==> src/rtl/multicycle_control.sv <==
// Multi-cycle RV32I control FSM sequencing instructions over a shared req/ready memory port.
// Optional performance counters are enabled with `define CONTROL_PERF_CNT_EN.
module multicycle_control #(
  parameter int ALUOP_W     = 4,
  parameter int MEM_TIMEOUT = 15,
  parameter int CNT_W       = 32
) (
  input  logic               clk,
  input  logic               rst,
  input  logic [10:0]        instruction,
  input  logic               zero,
  input  logic               mem_ready,
  output logic               mem_req,
  output logic               PCWrite,
  output logic               Branch,
  output logic               IRWrite,
  output logic               MemRead,
  output logic               MemWrite,
  output logic               MemtoReg,
  output logic               RegWrite,
  output logic               ALUSrcA,
  output logic [1:0]         ALUSrcB,
  output logic               PCSource,
  output logic [ALUOP_W-1:0] ALUOp,
  output logic               illegal,
  output logic               mem_fault
`ifdef CONTROL_PERF_CNT_EN
  ,
  output logic [CNT_W-1:0]   cycle_cnt,
  output logic [CNT_W-1:0]   instret_cnt
`endif
);

  typedef enum logic [3:0] {
    FETCH    = 4'd0,
    DECODE   = 4'd1,
    EXEC_R   = 4'd2,
    EXEC_I   = 4'd3,
    WB_ALU   = 4'd4,
    MEM_ADDR = 4'd5,
    MEM_RD   = 4'd6,
    WB_MEM   = 4'd7,
    MEM_WR   = 4'd8,
    BRANCH   = 4'd9,
    HALT     = 4'd10
  } state_t;

  localparam logic [3:0] ALU_ADD  = 4'd0;
  localparam logic [3:0] ALU_SUB  = 4'd1;
  localparam logic [3:0] ALU_SLL  = 4'd2;
  localparam logic [3:0] ALU_SLT  = 4'd3;
  localparam logic [3:0] ALU_SLTU = 4'd4;
  localparam logic [3:0] ALU_XOR  = 4'd5;
  localparam logic [3:0] ALU_SRL  = 4'd6;
  localparam logic [3:0] ALU_SRA  = 4'd7;
  localparam logic [3:0] ALU_OR   = 4'd8;
  localparam logic [3:0] ALU_AND  = 4'd9;

  // Last wait cycle index: a still-low mem_ready here trips the timeout.
  localparam logic [7:0] WAIT_LAST = 8'(MEM_TIMEOUT - 1);

  state_t      state_r, next_s;
  logic [7:0]  wait_cnt_r;
  logic        mem_fault_r;
  logic        wait_last_s;
  logic [6:0]  opcode_s;
  logic [2:0]  funct3_s;
  logic        bit30_s;

  assign opcode_s    = instruction[6:0];
  assign funct3_s    = instruction[9:7];
  assign bit30_s     = instruction[10];
  assign wait_last_s = (wait_cnt_r == WAIT_LAST);
  assign mem_fault   = mem_fault_r;

  function automatic logic [3:0] alu_decode(input logic [2:0] f3, input logic b30, input logic is_r);
    logic [3:0] op;
    op = ALU_ADD;
    case (f3)
      3'b000:  op = (is_r && b30) ? ALU_SUB : ALU_ADD;
      3'b001:  op = ALU_SLL;
      3'b010:  op = ALU_SLT;
      3'b011:  op = ALU_SLTU;
      3'b100:  op = ALU_XOR;
      3'b101:  op = b30 ? ALU_SRA : ALU_SRL;
      3'b110:  op = ALU_OR;
      3'b111:  op = ALU_AND;
      default: op = ALU_ADD;
    endcase
    return op;
  endfunction

  // State register
  always_ff @(posedge clk or posedge rst) begin
    if (rst) state_r <= FETCH;
    else     state_r <= next_s;
  end

  // Memory wait counter and sticky timeout fault
  always_ff @(posedge clk or posedge rst) begin
    if (rst) begin
      wait_cnt_r  <= 8'd0;
      mem_fault_r <= 1'b0;
    end else if (mem_req && !mem_ready) begin
      if (wait_last_s) begin
        wait_cnt_r  <= 8'd0;
        mem_fault_r <= 1'b1;
      end else begin
        wait_cnt_r  <= wait_cnt_r + 8'd1;
        mem_fault_r <= mem_fault_r;
      end
    end else begin
      wait_cnt_r  <= 8'd0;
      mem_fault_r <= mem_fault_r;
    end
  end

  // Next-state and Moore output decode; outputs held idle while in reset
  always_comb begin
    next_s   = state_r;
    mem_req  = 1'b0;
    PCWrite  = 1'b0;
    Branch   = 1'b0;
    IRWrite  = 1'b0;
    MemRead  = 1'b0;
    MemWrite = 1'b0;
    MemtoReg = 1'b0;
    RegWrite = 1'b0;
    ALUSrcA  = 1'b0;
    ALUSrcB  = 2'b00;
    PCSource = 1'b0;
    ALUOp    = ALUOP_W'(ALU_ADD);
    illegal  = 1'b0;
    if (rst) begin
      next_s = FETCH;
    end else begin
      case (state_r)
        FETCH: begin
          mem_req = 1'b1;
          ALUSrcB = 2'b01;
          IRWrite = mem_ready;
          PCWrite = mem_ready;
          if (mem_ready)        next_s = DECODE;
          else if (wait_last_s) next_s = HALT;
          else                  next_s = FETCH;
        end
        DECODE: begin
          ALUSrcB = 2'b10;
          case (opcode_s)
            7'b0110011: next_s = EXEC_R;
            7'b0010011: next_s = EXEC_I;
            7'b0000011: next_s = MEM_ADDR;
            7'b0100011: next_s = MEM_ADDR;
            7'b1100011: next_s = BRANCH;
            default: begin
              illegal = 1'b1;
              next_s  = FETCH;
            end
          endcase
        end
        EXEC_R: begin
          ALUSrcA = 1'b1;
          ALUOp   = ALUOP_W'(alu_decode(funct3_s, bit30_s, 1'b1));
          next_s  = WB_ALU;
        end
        EXEC_I: begin
          ALUSrcA = 1'b1;
          ALUSrcB = 2'b10;
          ALUOp   = ALUOP_W'(alu_decode(funct3_s, bit30_s, 1'b0));
          next_s  = WB_ALU;
        end
        WB_ALU: begin
          RegWrite = 1'b1;
          next_s   = FETCH;
        end
        MEM_ADDR: begin
          ALUSrcA = 1'b1;
          ALUSrcB = 2'b10;
          next_s  = (opcode_s == 7'b0100011) ? MEM_WR : MEM_RD;
        end
        MEM_RD: begin
          mem_req = 1'b1;
          MemRead = 1'b1;
          if (mem_ready)        next_s = WB_MEM;
          else if (wait_last_s) next_s = HALT;
          else                  next_s = MEM_RD;
        end
        WB_MEM: begin
          RegWrite = 1'b1;
          MemtoReg = 1'b1;
          next_s   = FETCH;
        end
        MEM_WR: begin
          mem_req  = 1'b1;
          MemWrite = 1'b1;
          if (mem_ready)        next_s = FETCH;
          else if (wait_last_s) next_s = HALT;
          else                  next_s = MEM_WR;
        end
        BRANCH: begin
          ALUSrcA  = 1'b1;
          ALUOp    = ALUOP_W'(ALU_SUB);
          PCSource = 1'b1;
          case (funct3_s)
            3'b000:  Branch  = zero;
            3'b001:  Branch  = !zero;
            default: illegal = 1'b1;
          endcase
          next_s = FETCH;
        end
        HALT:    next_s = HALT;
        default: next_s = FETCH;
      endcase
    end
  end

`ifdef CONTROL_PERF_CNT_EN
  logic retire_s;

  // Retirement: completed instructions returning to FETCH; bad branches excluded
  always_comb begin
    retire_s = 1'b0;
    case (state_r)
      WB_ALU:  retire_s = 1'b1;
      WB_MEM:  retire_s = 1'b1;
      MEM_WR:  retire_s = mem_ready;
      BRANCH:  retire_s = (funct3_s == 3'b000) || (funct3_s == 3'b001);
      default: retire_s = 1'b0;
    endcase
  end

  // Free-running cycle and retired-instruction counters
  always_ff @(posedge clk or posedge rst) begin
    if (rst) begin
      cycle_cnt   <= {CNT_W{1'b0}};
      instret_cnt <= {CNT_W{1'b0}};
    end else begin
      cycle_cnt   <= (state_r != HALT) ? cycle_cnt + {{(CNT_W-1){1'b0}}, 1'b1} : cycle_cnt;
      instret_cnt <= retire_s ? instret_cnt + {{(CNT_W-1){1'b0}}, 1'b1} : instret_cnt;
    end
  end
`endif

endmodule

==> config.mk <==
export PLATFORM = sky130hd
export DESIGN_NAME = multicycle_control
export DESIGN_NICKNAME = d
export VERILOG_FILES = /design/src/rtl/multicycle_control.sv
export SDC_FILE = /design/constraint.sdc
export NUM_CORES = 1
export LEC_CHECK = 0
export CORE_MARGIN = 3
export CORE_UTILIZATION = 40
export DETAILED_ROUTE_END_ITERATION = 8
export PLACE_DENSITY = 0.82
export SLEW_MARGIN = 20
export SYNTH_ARGS = -nofsm -noshare
export SYNTH_HDL_FRONTEND = slang
export SYNTH_SLANG_ARGS = --single-unit
==> constraint.sdc <==
create_clock -name clk -period 4.7 [get_ports clk]
set_input_delay 0.47 -clock clk [delete_from_list [all_inputs] [get_ports clk]]
set_output_delay 0.47 -clock clk [all_outputs]
set_load 0.01 [all_outputs]
* Word level (Yosys, flattened, before mapping)
Cells that the tools add are included.
Storage, ports and cells: input bits 15, register bits 13, logic and storage cells 84
Cells by class: reduce and logical (&&, ||, !) cells 14, add/subtract/negate cells 1, muxes and demuxes 43, equal/unequal tests 23
Operators with widths (count):
- case mux 4 bit (8 select lines) | 2
- 2-to-1 mux 4 bit | 8
- case mux 4 bit (7 select lines) | 1
- 2-to-1 mux 1 bit | 23
- equality test 4 x 3 -> 1 bit, second input constant | 4
- 2-to-1 mux 8 bit | 2
- case mux 4 bit (4 select lines) | 1
- equality test 7 x 6 -> 1 bit, second input constant | 2
- equality test 3 bit, second input constant | 4
- equality test 4 bit, second input constant | 3
- case mux 4 bit (3 select lines) | 1
- adder 8 x 1 -> 8 bit, second input constant | 1
- equality test 4 x 2 -> 1 bit, second input constant | 2
- equality test 8 x 4 -> 1 bit, second input constant | 1
- OR reduction 2 bit | 4
- equality test 7 x 2 -> 1 bit, second input constant | 1
- equality test 7 x 5 -> 1 bit, second input constant | 1
- equality test 7 bit, second input constant | 1
- equality test 3 x 2 -> 1 bit, second input constant | 2
- OR reduction 3 bit | 2
- OR reduction 5 bit | 1
- equality test 4 x 1 -> 1 bit, second input constant | 1
- logical NOT 4 bit | 1
- 2-to-1 mux 2 bit | 2
- other kinds (8) | 10

* Longest topological paths before layout
depth after elaboration 6, gate-level depth with buffers 7

* Worst setup path before layout
No wires, ideal clock.
path kind flip-flop to output port, start register state_r[2], end output PCWrite, stages on the path, launching flop included 6, data required time 4.230 ns, setup slack 2.570 ns, arrival time 1.660 ns, path through dfrtp_1 buf_2 nor2_1 nor4b_1 and2_1 buf_4
Between the ends: word-level cells in the longest chain between the ends 3
RTL lines:
- start, declared | RTL line 62 | state_t state_r, next_s;
- start signal, assigned | RTL line 96 | else state_r <= next_s;
- logical NOT 4 bit
- 2-to-1 mux 1 bit (2 in series)
- end, declared | RTL line 14 | output logic PCWrite,
No other way between the ends.

* Worst setup path after layout
start input rst, end output RegWrite
Between the ends: word-level cells in the longest chain between the ends 1
RTL lines:
- start, declared | RTL line 9 | input logic rst,
- 2-to-1 mux 1 bit | RTL line 134 | if (rst) begin
- end, declared | RTL line 20 | output logic RegWrite,
No other way between the ends.

==> run metrics <==
outcome=completed; critical path buffer and inverter count=3; CTS tree=built; core area=0.00230 mm²; Cells after Synth=approximately 130; Slew HR=roughly 54%; global-route wire length before repair=around 4100 µm; Synth area leader=dfrtp_1; Chip Width=roughly 56 µm; worst endpoint required time=approximately 4200 ps; Crit Path Max Fanout=16; Final min period=between 2000 and 3000 ps; GR Overflow Total=0; Top cell by count, worst path=clkdlybuf4s50_1; effective utilization at floorplan=43.8%; Worst Path Arrival=between 2000 and 3000 ps; # hold bufs at CTS=0; max_cap viols=0; Hold Fails Final Rpt=0; crit path kind=input port to primary output; Yosys top cell area share=between 30 and 40%; Post-Route WL=between 2000 and 3000 µm; htree depth=1; critical-path cell list=clkdlybuf4s50_1 -> inv_1 -> nand2_1 -> nor4_1 -> clkdlybuf4s50_1; Resized Gates After CTS=0; layout cells sized above 1=under 10%; Seq/Total Area, Yosys=about a third; r2r endpoint=wait_cnt_r[1]; DP Wirelength=between 1500 and 2000 µm; commonest non-fill, non-tap cell in the layout=clkdlybuf4s50_1; clock root buffer master=clkbuf_4; nets=~180; Startpoint Class=input port; Worst Setup SP=rst; chip height=56.2 µm; leak pwr=approximately 0.54 nW; # diodes=0; Slew Limit Fails=0; most common flop cell mapped by yosys=dfrtp_1; Port-buffer cells=32; hold crit path type=flip-flop to flip-flop; Reg clk slew, reported paths=80 ps; vias in the first global route=slightly above 900; top post-synthesis cells by area=dfrtp_1 32%, nor2_1 6.0%, a21oi_1 4.0%; total chip power=between 0.2 and 0.25 mW; row count=17; HP Start=mem_fault; post-synthesis average cell area=7.93 µm²; PwrDens=168 mW/mm²; reg-to-reg slack, setup=2960 ps; Detail Route Antenna Nets=0; number of CTS-inserted buffers=3; #FFs+latches synth=13; number of vias per cell=~5.6; postcts setup bufs=0; DIE AREA=around 0.0032 mm²; delay-heaviest family, CP=buffers and inverters; Synth cell types=41; worst hold stages=1; skew final=1.74 ps; Residual DRC=0; critical path's largest stage delay=590 ps; Vias=just over 1,000; endpoints failing setup=0; commonest non-fill, non-tap cells in the layout=32 x clkdlybuf4s50_1, 16 x nor2_1, 13 x dfrtp_1; area delta synth->final=35.0%; crit share post-route=63.6%; unrepaired setup endpoints after global routing=false; routability cong.=between 0.8 and 0.9; Synthesis Warnings=0; Worst path slowest cell=clkdlybuf4s50_1; maximum VDD drop=between 0.15 and 0.2 mV; initial antenna violation count=0; FMAX=between 300 and 400 MHz; Min-Delay Endpoint=mem_fault; Worst-Skew Late Latency=between 200 and 300 ps; Slew @ Worst Pin=~690 ps; r2r startpoint=state_r[2]; routed len/inst=between 10 and 15 µm; EDFF count, synth=0; largest net degree at the start of global routing=17; CTS Sinks=13; drt pass-1 iters=4; CTS Buffer Depth=2; synthesized area=~0.001 mm²; Syn Nets=144; final setup TNS=0 ps; initial detailed-routing violation count=23; R2R cell count=5; Tot GR Track Use=between 10% and 20%; I/O Pins=33; asr flop ratio synth=100%; kind of end point of the critical path=primary output
logic make-up after synthesis:
family / synth area share, %
AO/OA/AOI/OAI: 16.4
XOR/XNOR: 6.96
adder cells (fa/ha/maj): 2.48
buffers and inverters: 5.22
flip-flops: 32.3
multiplexers: 0.994
AND/OR/NAND/NOR: 35.7
how the worst max path moves through the flow:
stage / depth (start not counted) / end
2_1_floorplan: 5 / PCWrite
3_3_place_gp: 5 / RegWrite
3_5_place_dp: 5 / RegWrite
4_1_cts: 5 / RegWrite
5_1_grt: 5 / RegWrite
6_report: 5 / RegWrite
cells in the mapped netlist, types with 2 or more instances:
library cell	count
nor2_1	16
dfrtp_1	13
nand2_1	10
a21oi_1	8
nand3_1	6
inv_1	5
nand2b_1	5
nor3_1	5
nor4_1	5
o21ai_0	4
xnor2_1	4
xor2_1	4
and2_1	3
and3_1	3
buf_2	3
nand3b_1	3
a31oi_1	2
clkbuf_1	2
ha_1	2
nor2b_1	2
o22ai_1	2
cell type report:
class / count / area (µm²)
clock buffers: 3 / 22.5
clock inverters: 1 / 5.00
fillers: 219 / 937
inverters: 6 / 22.5
multi-input cells: 102 / 629
flip-flops and latches: 13 / 325
well taps: 28 / 35.0
repair buffers: 32 / 320
power breakdown:
group / total, mW / switching [mW] / internal (mW)
sequential: 0.116 / 0.00303 / 0.113
clock: 0.0682 / 0.0366 / 0.0316
combinational: 0.0437 / 0.0205 / 0.0232
layer usage:
metal,up-vias,global-route usage (%),wire [µm]
met4,0,5.08,16
met3,2,2.78,178
li1,516,-,-
met1,483,17.9,1040
met2,29,28.9,1290
met5,-,0,0
per-stage QoR:
stage	instances	area [µm²]	utilization, %	hold slack (ps)	setup slack, ps
after global routing	185	1360	59.2	491	1530
final	185	1360	59.2	460	1710
after detailed placement	181	1330	58.0	449	1740
after CTS	185	1360	59.2	467	1710
after global placement	181	1330	58.0	450	1800
after floorplan	127	1010	-	369	2570
state kept, by name, indices dropped and copies added, names as in the netlist:
signal,cells
mem_fault,1
wait_cnt_r,8
state_r,4
Power figures use the tool's default switching activity.
==> patch 1, RTL diff (same settings) <==
Build with the macro `CONTROL_PERF_CNT_EN` defined.
--- a/src/rtl/multicycle_control.sv
+++ b/src/rtl/multicycle_control.sv
@@ -1,5 +1,7 @@
 // Multi-cycle RV32I control FSM sequencing instructions over a shared req/ready memory port.
 // Optional performance counters are enabled with `define CONTROL_PERF_CNT_EN.
+`define CONTROL_PERF_CNT_EN
+
 module multicycle_control #(
   parameter int ALUOP_W     = 4,
   parameter int MEM_TIMEOUT = 15,
Behaviour (old outputs only; new: cycle_cnt and instret_cnt): unchanged (equiv_simple and equiv_induct, registers matched by name and starting in step).
==> patch 1 against the original RTL <==
- worst setup slack gained 0.12 ns
- power grew to 5.8 times the old value
- synthesized area grew to 3.9 times the old value
- clock power grew to 8.1 times the old value
- non-clock buffer count grew 65
- synthesized cell count grew to 3.1 times the old value
- sequential cell count grew 64
- global-route usage grew 1.0 points
- design area grew to 3.8 times the old value
- die area grew to 3.5 times the old value
- routed wire length grew to 3.6 times the old value
==> patch 1: results (changes against the original RTL) <==
Status
  – Status: finished clean

Placement
  – Gpl congestion: 0.8156 (+0.42%)
  – Hpwl dp: 6.729 mm (+250%)
  – Instance area at placement: 0.005004 sq mm (+280%)
  – Port bufs: 96 (+200%)

Global route
  – Largest net degree at the start of global routing: 74 (+57)
  – First-pass GRT wire length: 15.35 mm (+280%)
  – Vias in the first global route: 3204 (+250%)
  – GRT Total Usage: 0.1666 (+0.01027)

Yosys
  – Synth unique cells: 49 (+20%)
  – Synth area leaders: dfrtp_1 (49%), xnor2_1 (8.7%), xor2_1 (6.2%)
  – Post-synth top cells: dfrtp_1 (77), xnor2_1 (39), nor2_1 (37)
  – Asr flop ratio synth: 1.000 (unchanged)
  – Register area share after synthesis: 0.4901 (+0.1672)
  – Ys Warns: 0 (unchanged)
  – Total nets after synthesis: 410 (+180%)

Clocking
  – Root buf cell: clkbuf_8
  – H-tree levels: 3 (+2)
  – Post-CTS setup buffers: 0 (unchanged)
  – Clk_lat worst skew: 0.33 ns (+0.05 ns)
  – Post-CTS Hold Buffers: 0 (unchanged)
  – Clk slew on worst S/H paths: 0.08 ns (about the same)
  – Num CTS Buffers: 9 (+6)

Final layout
  – Layout cells sized above 1: 0.06275 (-0.0009412)
  – NumNets Final: 508 (+190%)
  – Antenna cells: 0 (unchanged)
  – Fillcell total: 818 (+270%)
  – Largest regs: cycle_cnt (32), instret_cnt (32), wait_cnt_r (8)

Setup path
  – FF-to-FF setup slack: 2.33 ns (-0.63 ns)
  – Crit-path slowest cell: clkdlybuf4s50_1
  – Start point of the critical path: state_r[3]
  – Critical path endpoint: mem_req
  – Max stage delay on crit path: 0.63 ns (+0.04 ns)
  – CP Max Fanout: 17 (+1)
  – RR Endpoint: cycle_cnt[26]
  – Worst R2R Start: state_r[0]
  – Reg2reg path depth: 5 (unchanged)
  – Critical Path AT: 2.40 ns (-0.12 ns)

Hold path
  – Hold Path Class: reg -> reg

Detailed routing
  – Detailed Route Iter0 Violations: 128 (+460%)
  – Total routed wirelength: 9.063 mm (+260%)
  – Vias/cell: 5.217 (-6.3%)

Timing
  – Worst Skew: 0.01173 ns (+0.009988 ns)
  – Slew @ Worst Pin: 0.9043 ns (+0.2170 ns)

Pwr
  – Max VDD drop: 153.9 uV (-18%)
  – Pleak: 0.002189 uW (+300%)
## patch 1: changes by cell type after synthesis, sizes merged, moves of 12 or more
| cell | change |
|---|---|
| nor2 | +21 |
| nand3 | +25 |
| nand4 | +12 |
| nand2 | +22 |
| dfrtp | +64 |
| xor2 | +24 |
| xnor2 | +36 |
## patch 1: layer usage
layer	track usage	vias to the layer above	wire length, um
li1	-	1554	-
met5	0	-	0
met4	0.04592	0	93
met1	0.2148	1592	4071
met3	0.03768	12	471
met2	0.2814	92	4426
## patch 1: per-stage QoR
stage                     setup WS (ns)  hold slack (ns)  std cells  utilization
final                             1.826           0.4742        623       0.5551
after global routing              1.680           0.5051        623       0.5551
after CTS                         1.825           0.4774        623       0.5551
after detailed placement          1.913           0.4503        607       0.5314
after global placement            1.922           0.4597        607       0.5314
after floorplan                   1.340           0.4755        391            -
## patch 1: worst min-delay path by stage
stage / slack (ns) / endpoint / startpoint
6_report: 0.47 / mem_fault / mem_fault
5_1_grt: 0.51 / mem_fault / mem_fault
4_1_cts: 0.48 / mem_fault / mem_fault
3_5_place_dp: 0.45 / mem_fault / mem_fault
3_3_place_gp: 0.46 / mem_fault / mem_fault
2_1_floorplan: 0.48 / wait_cnt_r[0] / wait_cnt_r[0]
## patch 1: layout make-up
| class | count | share of cell area |
|---|---|---|
| Clock inverter | 5 | 0.01556 |
| Sequential cell | 77 | 0.3687 |
| Inverter | 13 | 0.009337 |
| Timing Repair Buffer | 97 | 0.1853 |
| Multi-Input combinational cell | 291 | 0.3632 |
| Tap cell | 129 | 0.03088 |
| Clock buffer | 11 | 0.02705 |
## patch 1: worst reg2reg max path: cells and delay by family, from the launching register on
kind / cells / cell delay, ns
XOR/XNOR: 1 / 0.17
AND/OR/NAND/NOR: 4 / 1.45
flip-flops: 1 / 0.63
## patch 1: logic make-up (layout without fill, tap and decap cells)
logic type,Yosys count,count (layout),share of synthesized area
AND/OR/NAND/NOR,181,181,0.2428
AO/OA/AOI/OAI,35,35,0.06556
flip-flops,77,77,0.4901
buffers and inverters,23,126,0.02705
adder cells (fa/ha/maj),4,4,0.01273
multiplexers,3,3,0.008275
XOR/XNOR,68,68,0.1534
## patch 1: power breakdown
part / leakage, uW / switching [uW] / total, uW / internal [uW]
clock network: 0.000110 / 236 / 551 / 315
logic: 0.00106 / 44.6 / 86.3 / 41.7
registers: 0.00102 / 15.3 / 686 / 671
total: 0.00219 / 296 / 1320 / 1030
==> patch 2, RTL diff (config.mk and constraints unchanged) <==
Made on the original files. Re-encode `state_t` (11 states) as one-hot, 11 bits wide.
--- a/src/rtl/multicycle_control.sv
+++ b/src/rtl/multicycle_control.sv
@@ -31,18 +31,18 @@
 `endif
 );
 
-  typedef enum logic [3:0] {
-    FETCH    = 4'd0,
-    DECODE   = 4'd1,
-    EXEC_R   = 4'd2,
-    EXEC_I   = 4'd3,
-    WB_ALU   = 4'd4,
-    MEM_ADDR = 4'd5,
-    MEM_RD   = 4'd6,
-    WB_MEM   = 4'd7,
-    MEM_WR   = 4'd8,
-    BRANCH   = 4'd9,
-    HALT     = 4'd10
+  typedef enum logic [10:0] {
+    FETCH    = 11'b00000000001,
+    DECODE   = 11'b00000000010,
+    EXEC_R   = 11'b00000000100,
+    EXEC_I   = 11'b00000001000,
+    WB_ALU   = 11'b00000010000,
+    MEM_ADDR = 11'b00000100000,
+    MEM_RD   = 11'b00001000000,
+    WB_MEM   = 11'b00010000000,
+    MEM_WR   = 11'b00100000000,
+    BRANCH   = 11'b01000000000,
+    HALT     = 11'b10000000000
   } state_t;
 
   localparam logic [3:0] ALU_ADD  = 4'd0;
Check against the original RTL: no difference found for any inputs over 10 cycles, from zero or initial values and one cycle with rst high; not proved beyond that.
==> patch 2 against the original RTL <==
- worst setup slack got worse by 0.24 ns
- sequential share of layout area rose by 4.2 points
- synthesized area is 40% higher
- maximum frequency shrank 7.5%
- design area rose by 31%
- first-iteration DRC count rose to 2.6 times the old value
- worst hold slack gained 0.013 ns
- synthesized cell count up 25%
- sequential cell count rose by 7
- power rose by 69%
- routed wire length rose by 25%
==> patch 2: results (changes against the original RTL) <==
Setup path
  – CP Max Fanout: 6 (-10)
  – Kind of cell adding the most delay to the critical path: simple AND/OR/NAND/NOR gates
  – Crit-path slowest cell: or4_1
  – Max stage delay on crit path: 0.69 ns (+0.10 ns)
  – Critical Path AT: 2.76 ns (+0.24 ns)

Timing
  – Slew @ Worst Pin: 0.6678 ns (-0.01954 ns)
  – Worst Skew: 0.001642 ns (-0.0001015 ns)

Status
  – Status: finished clean

Clocking
  – Clk_lat worst skew: 0.31 ns (+0.03 ns)
  – Clk slew on worst S/H paths: 0.12 ns (+0.04 ns)

Yosys
  – Total nets after synthesis: 176 (+22%)
  – Syn Inst Count: 159 (+25%)
  – Register area share after synthesis: 0.3555 (+0.03252)
  – Synth unique cells: 51 (+24%)
  – Synth area leaders: dfrtp_1 (34%), nor2_1 (6.9%), xor2_1 (3.7%)

Placement
  – Gpl congestion: 0.8996 (+11%)
  – Instance area at placement: 0.001732 sq mm (+30%)
  – Hpwl dp: 2.414 mm (+24%)

Detailed routing
  – Routed vias: 1230 (+19%)
  – Met1 WL: 1.538 mm (+48%)
  – Routed wl met3: 156 um (-12%)
  – Vias/cell: 5.371 (-3.5%)
  – Routed wire length per instance: 13.80 um (+1.1%)
  – DR WL met2: 1.410 mm (+9.4%)
  – Detailed Route Iter0 Violations: 59 (+160%)

Final layout
  – Max FFs per register: 11 (+3)
  – Fillcell total: 333 (+52%)
  – NumNets Final: 203 (+16%)
  – Layout cells sized above 1: 0.1081 (+0.04441)
  – Reg with most FFs: state_r

Global route
  – M1 GR Usage: 0.2181 (+0.03917)
  – GRT Total Usage: 0.1594 (+0.003065)
  – First-pass GRT wire length: 5.313 mm (+30%)
  – Largest net degree at the start of global routing: 22 (+5)
  – GR Util met2: 0.2579 (-0.03091)
  – Met3 GRT Util: 0.01709 (-0.01075)

Pwr
  – Pleak: 0.0007304 uW (+35%)
  – Max VDD drop: 104.3 uV (-44%)
  – Sw Share: 0.2408 (-0.02264)

Hold path
  – Hold Path Class: reg -> reg
patch 2: changes by cell type after synthesis, moves of 3 or more:
cell,change
dfrtp_1,+6
nor2_1,+10
o21ai_0,-3
or4b_2,+3
nor3_1,+3
or3_1,+4
nand4_1,+4
a21oi_1,-5
patch 2: area by class of cell:
| class | instances | area, sq um | share of cell area |
|---|---|---|---|
| inverters | 8 | 30.03 | 0.01683 |
| clock inverters | 1 | 30.03 | 0.01683 |
| clock buffers | 3 | 22.52 | 0.01262 |
| well taps | 44 | 55.05 | 0.03086 |
| repair buffers | 33 | 327.8 | 0.1837 |
| flip-flops and latches | 20 | 501.7 | 0.2812 |
| multi-input cells | 120 | 817.0 | 0.4579 |
patch 2: cells by family after synthesis:
| family | after synthesis | synth area share |
|---|---|---|
| adders and majority gates | 2 | 0.01773 |
| buffers and inverters | 19 | 0.06560 |
| muxes | 1 | 0.007978 |
| AOI/OAI and AO/OA | 17 | 0.1028 |
| DFF | 20 | 0.3555 |
| xor gates and xnor gates | 11 | 0.06826 |
| and+or+nand+nor | 89 | 0.3821 |
patch 2: path summary, 6_finish.rpt:
check	start	to	slack, ns	cells after the start
setup / recovery	state_r[1]	ALUOp[0]	1.47	5
hold / removal	mem_fault	mem_fault	0.47	1
setup reg to reg	state_r[6]	wait_cnt_r[0]	2.73	4
hold reg to reg	mem_fault	mem_fault	0.47	1
max in group asynchronous	rst	state_r[0]	3.44	3
min in group asynchronous	rst	state_r[4]	0.70	2
patch 2: power groups by stage:
stage | sequential (uW) | clock (uW) | combinational, uW
after floorplan | 181 | 0 | 37.7
after global placement | 182 | 0 | 63.0
after detailed placement | 182 | 0 | 64.0
after CTS | 178 | 144 | 64.2
after global routing | 179 | 149 | 70.5
final | 179 | 145 | 63.4
